==> config.mk <==
export PLATFORM = sky130hd
export DESIGN_NAME = clock_enable_gen
export DESIGN_NICKNAME = d
export VERILOG_FILES = /design/src/rtl/clock_enable_gen_pkg.sv /design/src/rtl/clock_enable_gen_sync2.sv /design/src/rtl/clock_enable_gen.sv
export SDC_FILE = /design/constraint.sdc
export NUM_CORES = 1
export LEC_CHECK = 0
export BUFFER_PORTS_ARGS = -buffer_cell sky130_fd_sc_hd__buf_2
export CAP_MARGIN = 10
export CORE_UTILIZATION = 60
export DETAILED_ROUTE_END_ITERATION = 12
export GPL_TIMING_DRIVEN = 0
export MAX_ROUTING_LAYER = met4
export PLACE_DENSITY_LB_ADDON = 0.3
export SETUP_SLACK_MARGIN = 0.3
export SLEW_MARGIN = 20
export SYNTH_ARGS = -nofsm -noshare
export SYNTH_HDL_FRONTEND = slang
export SYNTH_SLANG_ARGS = --single-unit
==> constraint.sdc <==
create_clock -name clock -period 2.9 [get_ports clock]
set_clock_uncertainty 0.1 [all_clocks]
set_input_delay 0.145 -clock clock [delete_from_list [all_inputs] [get_ports clock]]
set_output_delay 0.145 -clock clock [all_outputs]
set_load 0.05 [all_outputs]
==> src/rtl/clock_enable_gen_pkg.sv <==
// clk_pkg: state encoding and default divider settings shared by the clock enable generator
package clk_pkg;
  typedef enum logic [1:0] {ST_WAIT_LOCK = 2'd0, ST_HOLD = 2'd1, ST_RUN = 2'd2} state_t;
  localparam int DIV_PIX_DEF = 8;
  localparam int DIV_CPU_DEF = 16;
  localparam int HOLD_DEF = 1024;
endpackage

==> src/rtl/clock_enable_gen_sync2.sv <==
// sync2: two-flop synchroniser for a single asynchronous level, reset to 0
module sync2 (
  input  logic clock,
  input  logic reset,
  input  logic d,
  output logic q
);
  logic [1:0] s_q, s_d;
  always_comb s_d = {s_q[0], d};
  always_ff @(posedge clock or negedge reset)
    if (!reset) s_q <= '0;
    else s_q <= s_d;
  assign q = s_q[1];
endmodule

==> src/rtl/clock_enable_gen.sv <==
// clock_enable_gen: lock-qualified core reset release and pixel/CPU phase enables from the system clock
module clock_enable_gen
  import clk_pkg::*;
#(
  parameter int DIV_PIX = DIV_PIX_DEF,
  parameter int DIV_CPU = DIV_CPU_DEF,
  parameter int HOLD = HOLD_DEF
) (
  input  logic clock,
  input  logic reset,
  input  logic locked,
  input  logic cpuStop,
  output logic rstOut,
  output logic ce7p,
  output logic ce7n,
  output logic ceCpuP,
  output logic ceCpuN
);
  localparam int HW = $clog2(HOLD);
  localparam int PW = $clog2(DIV_CPU);
  logic lock_s, run, pix_p, pix_n;
  state_t state_q, state_d;
  logic [HW-1:0] hold_q, hold_d;
  logic [PW-1:0] phase_q, phase_d;
  logic [4:0] out_q, out_d;
  sync2 u_sync (.clock(clock), .reset(reset), .d(locked), .q(lock_s));
  always_comb begin
    state_d = state_q;
    hold_d = '0;
    case (state_q)
      ST_WAIT_LOCK: if (lock_s) state_d = ST_HOLD;
      ST_HOLD:
        if (!lock_s) state_d = ST_WAIT_LOCK;
        else if (hold_q == HW'(HOLD - 1)) state_d = ST_RUN;
        else hold_d = hold_q + 1'b1;
      ST_RUN: if (!lock_s) state_d = ST_WAIT_LOCK;
      default: state_d = ST_WAIT_LOCK;
    endcase
  end
  // lock loss gates the enables immediately so no pulse escapes on the way out of RUN
  always_comb begin
    run = (state_q == ST_RUN) && lock_s;
    phase_d = !run ? '0 : (phase_q == PW'(DIV_CPU - 1)) ? '0 : phase_q + 1'b1;
    pix_p = (phase_q == '0) || (phase_q == PW'(DIV_PIX));
    pix_n = (phase_q == PW'(DIV_PIX / 2)) || (phase_q == PW'(DIV_PIX + DIV_PIX / 2));
    out_d = run ? {1'b1, pix_p, pix_n, (phase_q == '0) && !cpuStop,
                   (phase_q == PW'(DIV_CPU / 2)) && !cpuStop} : '0;
  end
  always_ff @(posedge clock or negedge reset)
    if (!reset) begin
      state_q <= ST_WAIT_LOCK;
      hold_q <= '0;
      phase_q <= '0;
      out_q <= '0;
    end else begin
      state_q <= state_d;
      hold_q <= hold_d;
      phase_q <= phase_d;
      out_q <= out_d;
    end
  assign {rstOut, ce7p, ce7n, ceCpuP, ceCpuN} = out_q;
endmodule

## Word-level counts from Yosys, hierarchy flattened

Cells that the tools add are included.

- Register bits after elaboration: 23
- Latch bits: 0
- RAM bits: 0
- Memory bits (read-only): 0
- Bits of input ports: 4
- Output and inout bits: 5
- Word-level logic and storage cells: 37
- Memories: 0

- Add/subtract/negate cells: 2
- $mul: 0
- Divide/modulo/power cells: 0
- $lt $le $gt $ge: 0
- Eq/ne operators: 10
- Shift operators: 0
- Mux-type cells: 11
- Bitwise logic cells: 0
- Reductions and logical operators: 9

Operators by type and width:

| kind | number |
|---|---|
| 2-to-1 mux 10 bit | 3 |
| equality test 4 bit (second input constant) | 3 |
| adder 10 x 1 -> 10 bit (second input constant) | 1 |
| equality test 10 bit (second input constant) | 1 |
| 2-to-1 mux 2 bit | 4 |
| 2-to-1 mux 4 bit | 2 |
| one-hot mux 2 bit (3 select lines) | 1 |
| 2-to-1 mux 5 bit | 1 |
| adder 4 x 1 -> 4 bit (second input constant) | 1 |
| equality test 4 x 3 -> 1 bit (second input constant) | 1 |
| logical NOT 4 bit | 1 |
| logical AND 1 bit | 3 |
| != test 3 bit (second input constant) | 1 |
| AND reduction 3 bit | 1 |
| equality test 2 x 1 -> 1 bit (second input constant) | 1 |
| equality test 2 bit (second input constant) | 1 |
| logical NOT 2 bit | 1 |
| logical OR 1 bit | 2 |
| != test 2 x 1 -> 1 bit (second input constant) | 1 |
| != test 2 bit (second input constant) | 1 |
| logical NOT 1 bit | 1 |

## Longest topological paths before layout

- Depth after elaboration: 4
- Depth in mapped cells: 4
- Depth with buffers taken out: 4

## Hierarchy

Synthesis repeated with hierarchy kept, for this count alone.

- Cell total of the unflattened synthesis: 83
- Area, all modules: 974.7 um^2

Modules (own cells, without submodules):

| module | instances | cells an instance | area each (um^2) | sequential area each (um^2) |
|---|---|---|---|---|
| clock_enable_gen | 1 | 81 | 924.6 | 525.5 |
| sync2 | 1 | 2 | 50.0 | 50.0 |

## Worst setup path after synthesis

Ideal clock, no wire load.

- Path kind: reg2reg
- From: reg hold_q[0]
- To: reg hold_q[3]
- Library setup time: 142 ps
- Arrival: 1342 ps
- Data required time: 2658 ps
- Setup slack: 1316 ps
- Cell stages (with the launch flop): 5
- Buffers on the path: 0
- Clock period less this slack: 1584 ps
- Cell sequence: dfrtp_1 > ha_1 > nand2_1 > o41ai_4 > nor2_1

- Longest elaborated chain between the ends: 4
- Elaborated cells on any way between the ends: 5
- Those cells by class: add/sub (1); eq/ne (1); mux (3)

RTL lines:

| what | RTL line | source |
|---|---|---|
| start: declaration | clock_enable_gen.sv:23 | `logic [HW-1:0] hold_q, hold_d;` |
| start signal: assignment | clock_enable_gen.sv:57 | `hold_q <= hold_d;` |
| adder 10 x 1 -> 10 bit / equality test 10 bit (equally long branches) | clock_enable_gen.sv:35, clock_enable_gen.sv:34 |  |
| 2-to-1 mux 10 bit * | clock_enable_gen.sv:34 | `else if (hold_q == HW'(HOLD - 1)) state_d = ST_RUN;` |
| 2-to-1 mux 10 bit * | clock_enable_gen.sv:33 | `if (!lock_s) state_d = ST_WAIT_LOCK;` |
| 2-to-1 mux 10 bit * | clock_enable_gen.sv:30 | `case (state_q)` |
| net hold_d[3] | clock_enable_gen.sv:23 |  |

The timed path passes the listed nets; every way through them passes the cells marked *.
A chain may end at the register's enable or synchronous reset.

## Worst setup path after layout

- From: reg hold_q[0]
- To: reg hold_q[6]

The elaborated chain is that of the path after synthesis.

==> out/results.tsv <==
stage	metric	value	unit
timing	slew_headroom	0.589	
logic_synthesis	post_synth.cell_area_avg	12.0	um2
grt	overflow	0	
clock_tree	cts_inserted_buffers	3	
finish	drive_gt1_frac	0.184	
timing	period_needed	1840	ps
worst_hold_path	hold_class	in2async	
detailed_routing	via_per_inst	5.89	
power_and_ir_drop	ir_drop	0.305	mV
logic_synthesis	synth_cell_types	32	
grt	grt_max_degree	24	
floorplanning	io_pins	9	
detailed_routing	dr_total_vias	671	
setup_path	crit_family	compound AO/OA/AOI/OAI gates	
clock_tree	clockRootBuffer	clkbuf_4	
grt	grt_usage	0.220	
clock_tree	ctsResizeCount	0	
run_status	status	finished, final reports clean	
timing	finalCritPeriodShare	0.633	
setup_path	cp_slowest_stage_delay	670	ps
clock_tree	clk_path_buf_depth	2	
clock_tree	cts.clk_slew.worst_paths	110	ps
power_and_ir_drop	p_leak	0.527	nW
logic_synthesis	synth_fp_nets	90	
floorplanning	dieArea	1830	um2
setup_path	path_buf_inv	0	
power_and_ir_drop	powerDensity	447	nW/um2
finish	n_fill_cell	104	
grt	antenna_found_initial	0	
job	maxCapViolCount	0	
timing	worstMarginPinSlew	614	ps
detailed_routing	avgRoutedWirePerCell	14.5	um
setup_path	critPathLaunchType	flop	
clock_tree	cts_hold_buffers	3	
finish	syn_to_final_growth	11.7	%
logic_synthesis	ys_ff_latch	23	
placement	placed_cell_area	1060	um2
setup_path	slowest_stage	o41ai_4	
grt	grt_pass1_wl	2.86	mm
detailed_routing	drcViolationCount	0	
logic_synthesis	yosys.area.top_type_share	0.576	
finish	antennaDiodeCount	0	
floorplanning	die_y	42.8	um
setup_path	crit_type	reg2reg	
clock_tree	numClockSinks	23	
clock_tree	clk-insertion-delay-late	300	ps
detailed_routing	antenna_left	0	
detailed_routing	dr.pass1.iters	3	
logic_synthesis	synth.area.top_cells	dfrtp_1 (58%), ha_1 (3.8%), o41ai_4 (2.8%)	
logic_synthesis	synth_area	998	um2
logic_synthesis	yosysSeqAreaShare	0.576	
logic_synthesis	synthCells	83	
finish	most-common-layout-cells	dfrtp_1 (23), buf_2 (8), nor2_1 (7)	
clock_tree	postCtsSetupBuffers	0	
logic_synthesis	yosysTopAreaCell	dfrtp_1	
timing	max_freq	0.545	GHz
clock_tree	tritoncts	done	
floorplanning	core_area	1520	um2
finish	layout_commonest_cell	dfrtp_1	
finish	finalInstanceArea	1110	um2
setup_path	arrival	1900	ps
timing	setup_viol	0	
placement	dp_hpwl	1.19	mm
timing	fin_hold_ws	226	ps
clock_tree	h-tree-depth	1	
setup_path	path_cells	ha_1 > nand2_1 > o41ai_4 > a21oi_1	
timing	drv_slew	0	
detailed_routing	wl	1.65	mm
timing	tns	0	ps
finish	layout.cells.non_filler	114	
placement	io_buffer_count	8	
setup_path	worstSetupEndpointType	flop	
grt	grt_pass1_vias	649	
detailed_routing	drt_iter0_drc	9	
timing	hold_viol_final	0	
placement	dp.cells	107	
setup_path	required	2960	ps
finish	post-route-util	0.732	
floorplanning	start_util	0.655	
setup_path	worst-path-max-fanout	9	
placement	gp_congestion	0.754	
timing	rsz0062_at_grt	false	
finish	fin_nets	106	
floorplanning	die_w	42.8	um
floorplanning	rows	14	
logic_synthesis	yosysWarningCount	0	
-- final timing paths --
| check | from | endpoint | slack [ps] | cells past startpoint |
|---|---|---|---|---|
| max in group asynchronous | reset | state_q[0]$_DFFE_PN0P_ | 2140 | 2 |
| min reg2reg | u_sync.s_q[0]$_DFF_PN0_ | u_sync.s_q[1]$_DFF_PN0_ | 260 | 0 |
| max | hold_q[0]$_DFF_PN0_ | hold_q[6]$_DFF_PN0_ | 1060 | 4 |
| min in group clock | u_sync.s_q[0]$_DFF_PN0_ | u_sync.s_q[1]$_DFF_PN0_ | 260 | 0 |
| min | reset | hold_q[3]$_DFF_PN0_ | 230 | 2 |
| max reg2reg | hold_q[0]$_DFF_PN0_ | hold_q[6]$_DFF_PN0_ | 1060 | 4 |
-- registers in the layout, indices dropped and copies added (netlist names) --
signal      count
hold_q         10
out_q           5
phase_q         4
state_q         2
u_sync.s_q      2
-- through the flow --
step | setup WS [ps] | power (mW)
final | 1060 | 0.498
after global routing | 912 | 0.518
after CTS | 1060 | 0.503
after detailed placement | 1080 | 0.362
after global placement | 1110 | 0.362
after floorplan | 1320 | 0.351
-- synthesized netlist by cell type --
master and instances:
a21o_1 1, a21oi_1 4, a21oi_2 1, a311oi_1 2
a31oi_1 1, and2_1 1, and3_1 1, and3b_1 1
clkbuf_1 1, dfrtp_1 23, ha_1 3, inv_1 5
nand2_1 4, nand2b_1 1, nand3_1 3, nand3b_1 2
nand4_1 1, nand4_4 1, nor2_1 7, nor4_1 1
nor4b_1 1, o21ai_0 3, o21ai_2 1, o31ai_1 2
o41ai_2 1, o41ai_4 1, or2_2 1, or3_1 3
or4_1 1, or4_4 1, xnor2_1 2, xor2_1 2
-- layer usage --
layer,share of wire,up-vias,GRT usage
met5,0,-,-
met4,0.015,0,0.0938
met3,0.014,4,0.0255
met2,0.55,6,0.361
met1,0.42,330,0.275
li1,-,331,-
-- cell type report --
cell class,instances,area [um2],share of cell area
well taps,16,20.0,0.0180
repair buffers,11,70.1,0.0629
plain buffers,1,3.75,0.00337
inverters,5,18.8,0.0168
flip-flops and latches,23,576,0.516
multi-input cells,54,400,0.359
clock buffers,4,26.3,0.0236
-- cells by family (layout without fill, tap and decap cells) --
group / Yosys count / count (layout) / synth area share
AO/OA/AOI/OAI: 17 / 17 / 0.143
XOR/XNOR: 4 / 4 / 0.0351
adder cells (fa/ha/maj): 3 / 3 / 0.0376
buffers and inverters: 6 / 21 / 0.0226
flip-flops: 23 / 23 / 0.576
AND/OR/NAND/NOR: 30 / 30 / 0.185
-- power by group --
| part | internal [mW] | switching [mW] | total (mW) |
|---|---|---|---|
| Sequential | 0.326 | 0.00508 | 0.331 |
| Combinational | 0.0116 | 0.0158 | 0.0275 |
| Clock | 0.0536 | 0.0857 | 0.139 |
| Total | 0.391 | 0.107 | 0.498 |
No activity file was read; power rests on OpenSTA's default activity.
